[src/rtl/mem_arbiter.sv]
// mem_arbiter: shares one word memory between an instruction-side line refill
// port (critical-word-first wrapping burst of BURST_LEN beats) and a data-side
// single-word read/write port.
//
// Handshake: a requester raises *_req and holds it (and its address/data) until
// it sees *_done. Each cycle with *_ack=1 carries one beat; the read data is the
// combinational memory data for that beat. After a done pulse the arbiter
// spends one RELEASE cycle with the memory bus idle. The requester can drop its
// request during that cycle without being granted again.
//
// Optional feature: define MEM_ARBITER_RR_EN to settle simultaneous requests
// round-robin. In that mode the first tie after reset goes to D. Without the
// macro, D always wins a tie.
module mem_arbiter #(
  parameter int BURST_LEN = 4
) (
  input  logic        clk,
  input  logic        reset,
  input  logic        i_req,
  input  logic [31:0] i_addr,
  output logic        i_ack,
  output logic [31:0] i_rdata,
  output logic        i_done,
  input  logic        d_req,
  input  logic        d_we,
  input  logic [31:0] d_addr,
  input  logic [31:0] d_wdata,
  output logic        d_ack,
  output logic [31:0] d_rdata,
  output logic        d_done,
  output logic [31:0] mem_a,
  output logic        mem_we,
  output logic        mem_re,
  output logic        mem_hsel,
  output logic [31:0] mem_wd,
  input  logic [31:0] mem_rd,
  output logic        busy,
  output logic        owner,
  output logic [1:0]  fsm_state
);

  typedef enum logic [1:0] {
    IDLE    = 2'd0,
    IBURST  = 2'd1,
    DACCESS = 2'd2,
    RELEASE = 2'd3
  } state_t;

  localparam int            CW         = 5;
  localparam logic [CW-1:0] LAST_BEAT  = CW'(BURST_LEN - 1);
  // Byte-address bits that select a word inside the line.
  localparam logic [31:0]   LINE_MASK  = 32'((BURST_LEN - 1) << 2);

  state_t        state;
  logic [CW-1:0] beat;
  logic          grant_d;
  logic          grant_i;

`ifdef MEM_ARBITER_RR_EN
  logic last_d;   // 1 when D was the most recent grantee
`endif

  // Address of beat k: the word offset wraps inside the aligned line, and the
  // bits above the line are never touched by the increment.
  function automatic logic [31:0] beat_addr(input logic [31:0] base,
                                            input logic [CW-1:0] k);
    logic [31:0] word;
    logic [31:0] sum;
    word = base & 32'hFFFF_FFFC;
    sum  = word + (32'(k) << 2);
    return (word & ~LINE_MASK) | (sum & LINE_MASK);
  endfunction

  // Arbitration between simultaneous requests sampled in IDLE.
  always_comb begin
`ifdef MEM_ARBITER_RR_EN
    grant_d = d_req && (!i_req || !last_d);
`else
    grant_d = d_req;
`endif
    grant_i = i_req && !grant_d;
  end

  // Main FSM. All outputs are registered, except the read-data paths below.
  always_ff @(posedge clk or negedge reset) begin
    if (!reset) begin
      state    <= IDLE;
      beat     <= '0;
      owner    <= 1'b0;
      busy     <= 1'b0;
      i_ack    <= 1'b0;
      i_done   <= 1'b0;
      d_ack    <= 1'b0;
      d_done   <= 1'b0;
      mem_a    <= '0;
      mem_we   <= 1'b0;
      mem_re   <= 1'b0;
      mem_hsel <= 1'b0;
      mem_wd   <= '0;
`ifdef MEM_ARBITER_RR_EN
      last_d   <= 1'b0;
`endif
    end else begin
      case (state)
        IDLE: begin
          if (grant_d) begin
            state    <= DACCESS;
            owner    <= 1'b1;
            busy     <= 1'b1;
            d_ack    <= 1'b1;
            d_done   <= 1'b1;
            mem_a    <= d_addr & 32'hFFFF_FFFC;
            mem_we   <= d_we;
            mem_re   <= ~d_we;
            mem_hsel <= 1'b1;
            mem_wd   <= d_wdata;
`ifdef MEM_ARBITER_RR_EN
            last_d   <= 1'b1;
`endif
          end else if (grant_i) begin
            state    <= IBURST;
            owner    <= 1'b0;
            busy     <= 1'b1;
            beat     <= '0;
            i_ack    <= 1'b1;
            i_done   <= (LAST_BEAT == '0);
            mem_a    <= beat_addr(i_addr, '0);
            mem_we   <= 1'b0;
            mem_re   <= 1'b1;
            mem_hsel <= 1'b1;
            mem_wd   <= '0;
`ifdef MEM_ARBITER_RR_EN
            last_d   <= 1'b0;
`endif
          end
        end
        IBURST: begin
          if (beat == LAST_BEAT) begin
            state    <= RELEASE;
            beat     <= '0;
            i_ack    <= 1'b0;
            i_done   <= 1'b0;
            mem_a    <= '0;
            mem_re   <= 1'b0;
            mem_hsel <= 1'b0;
          end else begin
            beat   <= beat + CW'(1);
            mem_a  <= beat_addr(i_addr, beat + CW'(1));
            i_done <= ((beat + CW'(1)) == LAST_BEAT);
          end
        end
        DACCESS: begin
          state    <= RELEASE;
          d_ack    <= 1'b0;
          d_done   <= 1'b0;
          mem_a    <= '0;
          mem_we   <= 1'b0;
          mem_re   <= 1'b0;
          mem_hsel <= 1'b0;
          mem_wd   <= '0;
        end
        RELEASE: begin
          state <= IDLE;
          busy  <= 1'b0;
        end
        default: state <= IDLE;
      endcase
    end
  end

  // Read data passes straight from memory during a read beat, and is zero otherwise.
  always_comb begin
    i_rdata = i_ack ? mem_rd : '0;
    d_rdata = (d_ack && !mem_we) ? mem_rd : '0;
  end

  assign fsm_state = state;

endmodule

[config.mk]
export PLATFORM = sky130hd
export DESIGN_NAME = mem_arbiter
export DESIGN_NICKNAME = d
export VERILOG_FILES = /design/src/rtl/mem_arbiter.sv
export SDC_FILE = /design/constraint.sdc
export NUM_CORES = 1
export LEC_CHECK = 0
export BUFFER_PORTS_ARGS = -buffer_cell sky130_fd_sc_hd__clkbuf_2
export CORE_ASPECT_RATIO = 0.75
export CORE_UTILIZATION = 25
export CTS_BUF_LIST = sky130_fd_sc_hd__clkbuf_2 sky130_fd_sc_hd__clkbuf_4 sky130_fd_sc_hd__clkbuf_8
export CTS_CLUSTER_DIAMETER = 80
export CTS_CLUSTER_SIZE = 40
export DETAILED_ROUTE_END_ITERATION = 16
export GPL_TIMING_DRIVEN = 1
export MAX_ROUTING_LAYER = met4
export PLACE_DENSITY = 0.48
export SLEW_MARGIN = 0
export SYNTH_ARGS = -nofsm -noshare
export SYNTH_HDL_FRONTEND = slang
export SYNTH_SLANG_ARGS = --single-unit
[constraint.sdc]
create_clock -name clk -period 2.1 [get_ports clk]
set_input_delay 0.105 -clock clk [delete_from_list [all_inputs] [get_ports clk]]
set_output_delay 0.105 -clock clk [all_outputs]
set_load 0.02 [all_outputs]
==> run_results.csv, run 1 <==
group,metric,value,unit
detailed_routing,firstDrtPassIters,4,
clock_network,cts_resized,0,
setup_path,endpoint_kind,"register",
detailed_routing,wl_per_cell,13.6,microns
floorplan,die_h,114,microns
setup_path,rr_endpoint,"beat[4]",
synthesis,synth_seq_cells,77,
synthesis,synthCells,454,
flow_run,maxCapViolCount,0,
run_status,outcome,"finished, final reports clean",
synthesis,synth.top_cell.area_share,46.4,%
pwr,share_seq_of_total_power,27.1,%
clock_network,clockBufferDepth,2,
detailed_routing,num_vias,4179,
clock_network,htreeDepth,3,
worst_hold_path,hp-start,"i_addr[6]",
place,gp_congestion,0.819,
grt,grt_pass1_vias,3930,
sta,min_period,1870,ps
grt,grt_first_pass_wirelength,19800,microns
sta,relSlewSlack,46.2,%
clock_network,clk_pin_slew,80,ps
synthesis,synth_common_cells,"nand2_1, dfrtp_1, and2_1",
place,post_dp_cell_area,5700,sq um
pwr,p_per_area,1520,nW/um^2
setup_path,critical_path.max_fanout,9,
sta,min_period_over_period,89.1,%
sta,rsz0062_at_grt,"no",
pwr,power_switching,4.55,mW
sta,hold_viol,0,
setup_path,crit_type,"register to register",
clock_network,worst_skew_pair.late_latency,360,ps
detailed_routing,highest_layer,"met4",
floorplan,start_util,25.7,%
layout,syn_to_final_growth,51.1,%
grt,grt_overflow,0,
synthesis,synth_edf_count,0,
pwr,power.leakage,3.25,nW
place,io_buffers,265,
clock_network,cts_sinks,77,
layout,drive_gt1_share,41.0,%
pwr,combPwrFrac,59.9,%
synthesis,yosys_warnings,0,
worst_hold_path,hold-path-endpoint,"mem_a[6]",
setup_path,rr_worst_depth,6,
sta,final_max_slew_viol_count,0,
synthesis,synth-main-ff-cell,"dfrtp_1",
detailed_routing,vias_per_cell,4.37,
setup_path,crit_required,2350,ps
setup_path,cp.arrival,2120,ps
synthesis,syn_area,4150,sq um
layout,finish.utilization,38.9,%
worst_hold_path,hp-class,"input pin to register",
sta,finClkSkew,6.65,ps
sta,tns,0,ps
synthesis,synth_seq_area_share,46.4,%
detailed_routing,drtIter0Drc,120,
setup_path,r2r-start,"fsm_state[0]",
synthesis,ys_types,43,
synthesis,synthTopCellsByArea,"dfrtp_1, and2_1, nand2_1, mux2i_1, o21ai_0",
clock_network,clockRootBuffer,"clkbuf_8",
place,place_hpwl,9990,microns
detailed_routing,finalWirelength,13000,microns
pwr,irDropWorstVdd,0.555,mV
sta,setup_viol,0,
pwr,p_clk_share,12.9,%
detailed_routing,wl_met3,909,microns
floorplan,die_x,151,microns
floorplan,num_rows,40,
layout,final_cell_area,6270,sq um
setup_path,startpoint_type,"register",
grt,antenna_found_initial,1,
sta,maxClockFrequency,535,MHz
synthesis,synth-async-reset-ratio,100,%
sta,tightest_slew,808,ps
floorplan,pin_count,272,
pwr,intPower,4.97,mW
worst_hold_path,hold_depth,3,
clock_network,cts_tree,"yes",
clock_network,numCtsBuffers,9,
detailed_routing,drcViolationCount,0,
detailed_routing,wl_met2,6730,microns
floorplan,core_area,16100,sq um
grt,grt_max_degree,55,
layout,nFillCells,1684,
setup_path,rrSetupSlack,230,ps
synthesis,synth_top_cell_by_area,"dfrtp_1",
detailed_routing,ant_nets,0,
layout,layout.nets,881,
pwr,switching_share,47.8,%
synthesis,yosysMostFrequentCell,"nand2_1",
floorplan,design.die.area,17100,sq um
detailed_routing,wl_met1,5310,microns
synthesis,synth_area_per_cell,9.14,sq um
grt,grt_use_total,15.8,%
==> worst max-delay path: stages (launching register included) <==
cell and delay, ps:
dfrtp_1 420, inv_1 90, ha_1 280, and3b_1 240, a21oi_2 340, nor4b_1 110, a211o_1 280
==> timing repair <==
item                                   in CTS  in global routing
buffers inserted                            0                  1
hold buffers                               34                  0
setup endpoints to repair                   0                  7
endpoints found under the hold margin      65                  0
==> layer usage <==
metal | GRT usage, % | vias to the layer above
met2 | 28.6 | 175
li1 | - | 2090
met1 | 17.1 | 1908
met3 | 4.76 | 6
met5 | - | -
met4 | 3.00 | 0
==> cell families after synthesis <==
family | share of synthesized area (%)
AO/OA/AOI/OAI | 14.1
XOR/XNOR | 0.633
adder cells (fa/ha/maj) | 2.11
buffers and inverters | 5.79
flip-flops | 46.4
multiplexers | 7.03
other | 0.0904
AND/OR/NAND/NOR | 23.8
==> cell usage in the layout, fill, tap and decap left out, types with 3 or more instances in the layout <==
cell type,Yosys,routed
clkbuf_2,0,264
nand2_1,105,105
dfrtp_1,77,77
and2_1,64,64
o21ai_0,44,44
dlygate4sd3_1,0,34
mux2i_1,28,28
o31ai_1,26,26
a21oi_1,9,9
clkbuf_8,0,9
buf_4,4,9
inv_1,8,8
nand3_1,8,8
ha_1,7,7
nor2_1,6,5
nand2b_1,4,4
buf_12,2,4
clkinv_2,0,3
==> per-stage QoR <==
| step | std cells | setup WS [ps] | power, mW | hold WS, ps |
|---|---|---|---|---|
| after floorplan | 455 | 193 | 6.56 | -191 |
| after global placement | 905 | 223 | 8.21 | 82.3 |
| after detailed placement | 905 | 142 | 8.33 | 89.0 |
| after CTS | 955 | 142 | 9.64 | 30.1 |
| after global routing | 957 | 70.4 | 10.3 | 40.9 |
| final | 957 | 229 | 9.52 | 56.4 |
==> layout make-up <==
cell class | count | area [sq um] | share of cell area [%]
clock buffer | 11 | 139 | 2.22
clock inverter | 5 | 75.1 | 1.20
antenna | 1 | 2.50 | 0.0399
multi-input combinational | 334 | 2020 | 32.3
tap | 210 | 263 | 4.19
inverter | 8 | 30.0 | 0.479
timing repair buffer | 311 | 1810 | 28.9
sequential | 77 | 1930 | 30.7
==> state kept, by name, summed over array words and instances, names as in the netlist <==
signal,cells
mem_wd,32
mem_a,30
beat,5
fsm_state,2
busy,1
d_done,1
i_ack,1
i_done,1
mem_hsel,1
mem_re,1
mem_we,1
owner,1
==> power groups by stage <==
| stage | Combinational (mW) | Clock, mW | Sequential [mW] |
|---|---|---|---|
| 6_report | 5.71 | 1.23 | 2.58 |
| 4_1_cts | 5.76 | 1.29 | 2.59 |
| 2_1_floorplan | 3.22 | 0 | 3.34 |
| 3_3_place_gp | 5.62 | 0 | 2.59 |
| 5_1_grt | 6.29 | 1.36 | 2.69 |
| 3_5_place_dp | 5.72 | 0 | 2.60 |
==> how the worst max path moves through the flow <==
stage	from	endpoint	slack, ps	cells past startpoint
5_1_grt	fsm_state[0]	beat[3]	70	6
2_1_floorplan	fsm_state[0]	mem_a[24]	190	7
6_report	fsm_state[0]	beat[4]	230	6
4_1_cts	fsm_state[0]	mem_wd[25]	140	6
3_3_place_gp	fsm_state[0]	mem_wd[0]	220	6
3_5_place_dp	fsm_state[0]	mem_wd[25]	140	6
Note: power is estimated with default switching activity, not from simulation.
==> run 2: changes to the inputs <==
- ABC_AREA: default -> 1
- CORE_UTILIZATION: 25 -> 45
- PLACE_DENSITY: 0.48 -> 0.78
==> run 2 against run 1 <==
Combinational power is 12% higher. Largest power group unchanged. Worst hold slack got worse by 49 ps. Core utilization grew 28 points. Via count increased by 22%. Routed wire length up 7.6%. Final cell count increased by 15%. Register-to-register slack hardly changed. Maximum frequency increased by 0.19%. Non-clock buffer count is 2 lower.
==> run_results.csv, run 2 <==
group,metric,value,unit
run_status,outcome,"finished, final reports clean",
sta,hold_viol,0,
layout,final_common_cell,"clkbuf_2",
synthesis,synth_edf_count,0,
clock_network,cts_tree,"yes",
sta,tightest_slew,580,ps
place,dp.cells,1055,
synthesis,yosys-mux-area-fraction,0,%
layout,multi_input_area,1830,sq um
place,gp_congestion,0.889,
synthesis,synth_seq_cells,77,
setup_path,crit_type,"register to register",
clock_network,clockBufferDepth,2,
grt,grt_overflow,0,
grt,grt_use_total,27.8,%
synthesis,synth-async-reset-ratio,100,%
pwr,power.leakage,4.17,nW
synthesis,synth_top_family_by_area,"simple AND/OR/NAND/NOR gates",
synthesis,ys_types,23,
sta,final_max_slew_viol_count,0,
layout,final_cell_mix,"clkbuf_2, inv_1, nand2_1, o21ai_0, dfrtp_1",
setup_path,crit_required,2340,ps
sta,relSlewSlack,61.3,%
synthesis,synth-main-ff-cell,"dfrtp_1",
clock_network,worst_skew_pair.late_latency,360,ps
grt,grt_max_degree,67,
detailed_routing,num_vias,5098,
pwr,irDropWorstVdd,0.850,mV
place,place_hpwl,10100,microns
layout,reg_top3,"mem_wd (32), mem_a (30), beat (5)",
layout,layout.nets,1102,
pwr,share_seq_of_total_power,24.9,%
clock_network,clk_pin_slew,90,ps
setup_path,critical_path.max_fanout,8,
sta,finClkSkew,11.4,ps
detailed_routing,drtIter0Drc,207,
detailed_routing,finalWirelength,14000,microns
flow_run,maxCapViolCount,0,
worst_hold_path,hp-class,"input pin to register",
layout,syn_to_final_growth,40.9,%
pwr,switching_share,52.6,%
layout,final_cells,1100,
synthesis,synthAdderAreaFrac,1.89,%
sta,rsz0062_at_grt,"no",
grt,grt_first_pass_wirelength,22700,microns
clock_network,numCtsBuffers,9,
place,io_buffers,265,
sta,setup_viol,0,
synthesis,synth.top_cell.area_share,41.7,%
synthesis,yosys_warnings,0,
floorplan,core_area,9810,sq um
detailed_routing,firstDrtPassIters,4,
detailed_routing,drcViolationCount,0,
layout,seqCellArea,1930,sq um
setup_path,cp_slowest_stage_delay,420,ps
floorplan,die_h,89.8,microns
synthesis,synthCells,683,
synthesis,yosysMostFrequentCell,"inv_1",
synthesis,synthTopCellsByArea,"dfrtp_1, inv_1, nand2_1, o21ai_0, nand3_1",
setup_path,startpoint_type,"register",
synthesis,synth_compound_area_share,14.5,%
floorplan,num_rows,31,
sta,min_period,1870,ps
detailed_routing,vias_per_cell,4.63,
synthesis,synthSimpleGateAreaFrac,22.4,%
clock_network,htreeDepth,3,
layout,nFillCells,915,
clock_network,cts_resized,0,
setup_path,endpoint_kind,"register",
setup_path,crit_top_cell,"nor2_1",
synthesis,synth_top_cell_by_area,"dfrtp_1",
floorplan,start_util,47.1,%
setup_path,cpLargestDelayFamily,"simple AND/OR/NAND/NOR gates",
clock_network,cts_sinks,77,
synthesis,synth_common_cells,"inv_1, nand2_1, o21ai_0",
synthesis,synth-xor-area-share,0.379,%
sta,min_period_over_period,88.9,%
pwr,power_switching,5.31,mW
grt,grt_pass1_vias,4578,
synthesis,synth_area_per_cell,6.77,sq um
floorplan,die_x,119,microns
sta,maxClockFrequency,536,MHz
detailed_routing,wl_per_cell,12.8,microns
synthesis,synth_seq_area_share,41.7,%
layout,regMostFlops,"mem_wd",
floorplan,pin_count,272,
setup_path,worstPathCellList,"inv_1, ha_1, nor2_1, nor2_1, nor2_1, inv_1, o21ai_0",
setup_path,cp_num_buf_inv,2,
detailed_routing,ant_nets,0,
layout,drive_gt1_share,31.5,%
synthesis,syn_area,4630,sq um
pwr,p_clk_share,11.6,%
setup_path,slowest_stage,"dfrtp_1",
sta,tns,0,ps
floorplan,design.die.area,10700,sq um
pwr,p_per_area,1550,nW/um^2
grt,antenna_found_initial,1,
layout,largest_reg_flops,32,
pwr,combPwrFrac,63.5,%
setup_path,cp.arrival,2110,ps
sta,hold_slack,7.59,ps
clock_network,clockRootBuffer,"clkbuf_8",
pwr,intPower,4.79,mW
==> run 2: cell types whose count changed in the layout (fill, tap and decap cells not counted), moves of 4 or more <==
| cell | previous run | this run |
|---|---|---|
| nand3_1 | 8 | 66 |
| o21ai_1 | 0 | 39 |
| a21oi_1 | 9 | 3 |
| nand2_1 | 105 | 127 |
| o21ai_0 | 44 | 89 |
| o31ai_1 | 26 | 0 |
| nand2b_1 | 4 | 0 |
| and2_1 | 64 | 0 |
| buf_4 | 9 | 16 |
| inv_1 | 8 | 170 |
| nor2_1 | 5 | 49 |
| dlygate4sd3_1 | 34 | 28 |
| mux2i_1 | 28 | 0 |
==> run 2: stage by stage <==
step,util [%],cell area [sq um],setup slack (ps),power (mW)
after floorplan,-,4630,272,7.15
after global placement,61.4,6030,248,8.83
after detailed placement,61.4,6030,243,8.93
after CTS,66.4,6510,226,10.2
after global routing,66.4,6520,50.8,11.1
final,66.4,6520,233,10.1
==> run 2: final timing paths <==
kind                         startpoint    endpoint  slack [ps]  cells past startpoint
max in group asynchronous         reset   mem_a[12]        1160                      3
min in group asynchronous         reset   mem_wd[0]         330                      2
setup / recovery           fsm_state[0]     beat[1]         230                      7
setup reg to reg           fsm_state[0]     beat[1]         230                      7
hold reg to reg                   owner       owner         470                      2
hold / removal              d_wdata[17]  mem_wd[17]           8                      3
==> run 2: layout make-up <==
class | count | area share [%]
sequential | 77 | 29.6
multi-input combinational | 393 | 28.1
timing repair buffer | 309 | 26.7
inverter | 172 | 9.91
tap | 132 | 2.53
clock buffer | 9 | 1.90
clock inverter | 7 | 1.23
antenna | 1 | 0.0384
==> run 2: logic make-up after synthesis <==
logic type	Yosys count
simple gates	249
other cells	1
compound gates	133
fa+ha+maj	7
flops	77
buf+inv	214
xor+xnor	2
==> run 2: worst min-delay path, delay by kind of cell <==
family | cells | cell delay (ps)
AND/OR/NAND/NOR | 1 | 60
AO/OA/AOI/OAI | 1 | 70
buffers and inverters | 1 | 80
==> run 2: power by group through the flow <==
| stage | logic [mW] | registers (mW) | clock network [mW] |
|---|---|---|---|
| floorplan | 3.93 | 3.22 | 0 |
| global placement | 6.32 | 2.52 | 0 |
| detailed placement | 6.41 | 2.52 | 0 |
| CTS | 6.46 | 2.50 | 1.20 |
| global route | 7.25 | 2.59 | 1.27 |
| finish | 6.42 | 2.51 | 1.17 |
==> run 2: what timing repair did <==
action / in CTS / in global routing
hold buffers: 28 / 0
buffers inserted: 0 / 0
hold endpoints to repair: 69 / 0
endpoints found under the setup margin: 0 / 0
==> run 2: metal layers <==
metal  up-vias  part of all wire [%]  global-route usage (%)  wire, microns
met4         0                   2.8                    11.0            396
met2       185                    51                    46.9           7090
met3        34                   5.7                    6.15            796
met5         -                     0                       -              0
met1      2260                    41                    32.2           5740
li1       2619                     -                       -              -
==> run 3: changes to the inputs <==
- CORE_AREA: default -> 2 2 107 109
- CORE_ASPECT_RATIO: 0.75 -> default
- CORE_UTILIZATION: 45 -> default
- DIE_AREA: default -> 0 0 109 111
- PLACE_DENSITY: 0.78 -> 0.74
- clock period: 2.1 -> 2.2 ns (I/O delays scaled with it)
==> run 3 against run 2 <==
Sequential share of layout area grew 0.080 points. Maximum frequency shrank 4.7%. Setup slack gained 7.7 ps. Register-to-register slack is essentially flat. Core utilization shrank 7.7 points. Clock-buffer cell count is the same. Global-route usage shrank 5.0 points. Critical path depth grew 2. Die area grew 13%. Critical path type unchanged. Largest power group unchanged. Highest routed layer unchanged.
==> run_results.csv, run 3 (synthesized netlist as in run 2, its figures left out) <==
group,metric,value,unit
flow_run,maxCapViolCount,0,
detailed_routing,firstDrtPassIters,4,
pwr,combPwrFrac,63.3,%
sta,fin_ws,241,ps
sta,tns,0,ps
pwr,power_switching,5.08,mW
clock_network,clk_pin_slew,100,ps
detailed_routing,drcViolationCount,0,
setup_path,r2r-start,"fsm_state[0]",
layout,final_cell_mix,"clkbuf_2, inv_1, nand2_1, o21ai_0, dfrtp_1",
floorplan,pin_count,272,
run_status,outcome,"finished, final reports clean",
grt,met3_usage,4.76,%
sta,min_period,1960,ps
pwr,p_clk_share,12.0,%
floorplan,start_util,41.8,%
worst_hold_path,hp-class,"input pin to register",
layout,reg_top3,"mem_wd (32), mem_a (30), beat (5)",
clock_network,clockBufferDepth,2,
sta,finClkSkew,16.8,ps
clock_network,cts_tree,"yes",
grt,grt_overflow,0,
sta,hold_viol,0,
setup_path,endpoint_kind,"register",
detailed_routing,drtIter0Drc,382,
setup_path,crit_required,2450,ps
sta,maxClockFrequency,510,MHz
pwr,irDropWorstVdd,1.01,mV
floorplan,die_h,111,microns
sta,final_max_slew_viol_count,0,
layout,syn_to_final_growth,40.5,%
layout,regMostFlops,"mem_wd",
detailed_routing,finalWirelength,13500,microns
sta,tightest_slew,521,ps
place,place_hpwl,9720,microns
detailed_routing,vias_per_cell,4.53,
grt,use_met1,28.5,%
pwr,power.leakage,4.15,nW
worst_hold_path,hp-start,"d_wdata[14]",
sta,rsz0062_at_grt,"no",
setup_path,startpoint_type,"register",
worst_hold_path,hold_depth,3,
grt,grt_max_degree,67,
setup_path,rrSetupSlack,240,ps
detailed_routing,ant_nets,0,
clock_network,postCtsSetupBuffers,0,
setup_path,rr_endpoint,"mem_a[3]",
floorplan,num_rows,39,
sta,relSlewSlack,65.2,%
layout,largest_reg_flops,32,
clock_network,numCtsBuffers,9,
place,io_buffers,265,
sta,setup_viol,0,
grt,antenna_found_initial,0,
setup_path,crit_start,"fsm_state[0]",
floorplan,die_x,109,microns
grt,grt-busiest-layer,"met2",
pwr,share_seq_of_total_power,24.8,%
layout,drive_gt1_share,31.3,%
layout,layout.nets,1096,
place,dp_slack,232,ps
clock_network,clockRootBuffer,"clkbuf_8",
detailed_routing,wl_per_cell,12.3,microns
layout,final_common_cell,"clkbuf_2",
pwr,switching_share,52.7,%
pwr,intPower,4.55,mW
clock_network,htreeDepth,3,
worst_hold_path,hold-path-endpoint,"mem_wd[14]",
setup_path,cp.arrival,2210,ps
setup_path,crit_type,"register to register",
grt,grt_first_pass_wirelength,21500,microns
grt,grt_pass1_vias,4540,
layout,final_cell_area,6500,sq um
clock_network,worst_skew_pair.late_latency,350,ps
pwr,p_per_area,1480,nW/um^2
floorplan,design.die.area,12100,sq um
sta,min_period_over_period,89.1,%
floorplan,core_area,11100,sq um
clock_network,cts_sinks,77,
layout,diodes,0,
grt,grtUsageMet2,37.2,%
setup_path,critical_path.max_fanout,18,
grt,grt_use_total,22.8,%
layout,nFillCells,1071,
setup_path,rr_worst_depth,9,
clock_network,cts_resized,0,
place,post_dp_cell_area,6030,sq um
place,gp_congestion,0.803,
detailed_routing,num_vias,4997,
run 3: area by class of cell:
class	count	area (sq um)	area share (%)
multi-input cells	393	1830	28.2
clock inverters	7	88.8	1.37
flip-flops and latches	77	1930	29.6
repair buffers	303	1700	26.2
inverters	172	646	9.93
clock buffers	9	124	1.91
well taps	143	179	2.75
run 3: power groups by stage:
| stage | clock [mW] | combinational, mW | sequential (mW) |
|---|---|---|---|
| 3_3_place_gp | 0 | 6.01 | 2.39 |
| 4_1_cts | 1.19 | 6.14 | 2.38 |
| 5_1_grt | 1.27 | 6.84 | 2.45 |
| 6_report | 1.15 | 6.09 | 2.39 |
| 3_5_place_dp | 0 | 6.12 | 2.40 |
| 2_1_floorplan | 0 | 3.75 | 3.07 |
run 3: critical path, stage by stage (launching register included):
cell	delay, ps
dfrtp_1	410
inv_1	90
ha_1	380
inv_2	50
or2_4	230
nand2_2	170
buf_4	250
o21ai_0	110
nor2_1	110
nor2_1	40
run 3: timing repair:
action / 4_1_cts / 5_1_grt
hold buffers: 25 / 1
endpoints found under the setup margin: 0 / 0
hold endpoints to repair: 61 / 1
run 3: per-layer routing:
metal,vias up,wire length (microns)
met4,0,139
met5,-,0
met2,198,6340
li1,2609,-
met1,2176,5820
met3,14,1230
run 3: worst max-delay path by stage:
stage	endpoint	slack, ps	cells past startpoint
2_1_floorplan	mem_a[10]	370	10
3_3_place_gp	mem_a[3]	270	9
3_5_place_dp	mem_a[3]	230	9
4_1_cts	mem_a[3]	210	9
5_1_grt	mem_a[3]	0.9	8
6_report	mem_a[3]	240	9
run 3: through the flow:
stage                     std cells  hold WS [ps]  power, mW  util (%)
after detailed placement       1062           126       8.52      54.4
after CTS                      1103         0.148       9.72      58.6
after global routing           1104          25.6       10.6      58.7
after global placement         1062           121       8.40      54.4
after floorplan                 684          -186       6.82         -
final                          1104          14.3       9.63      58.7
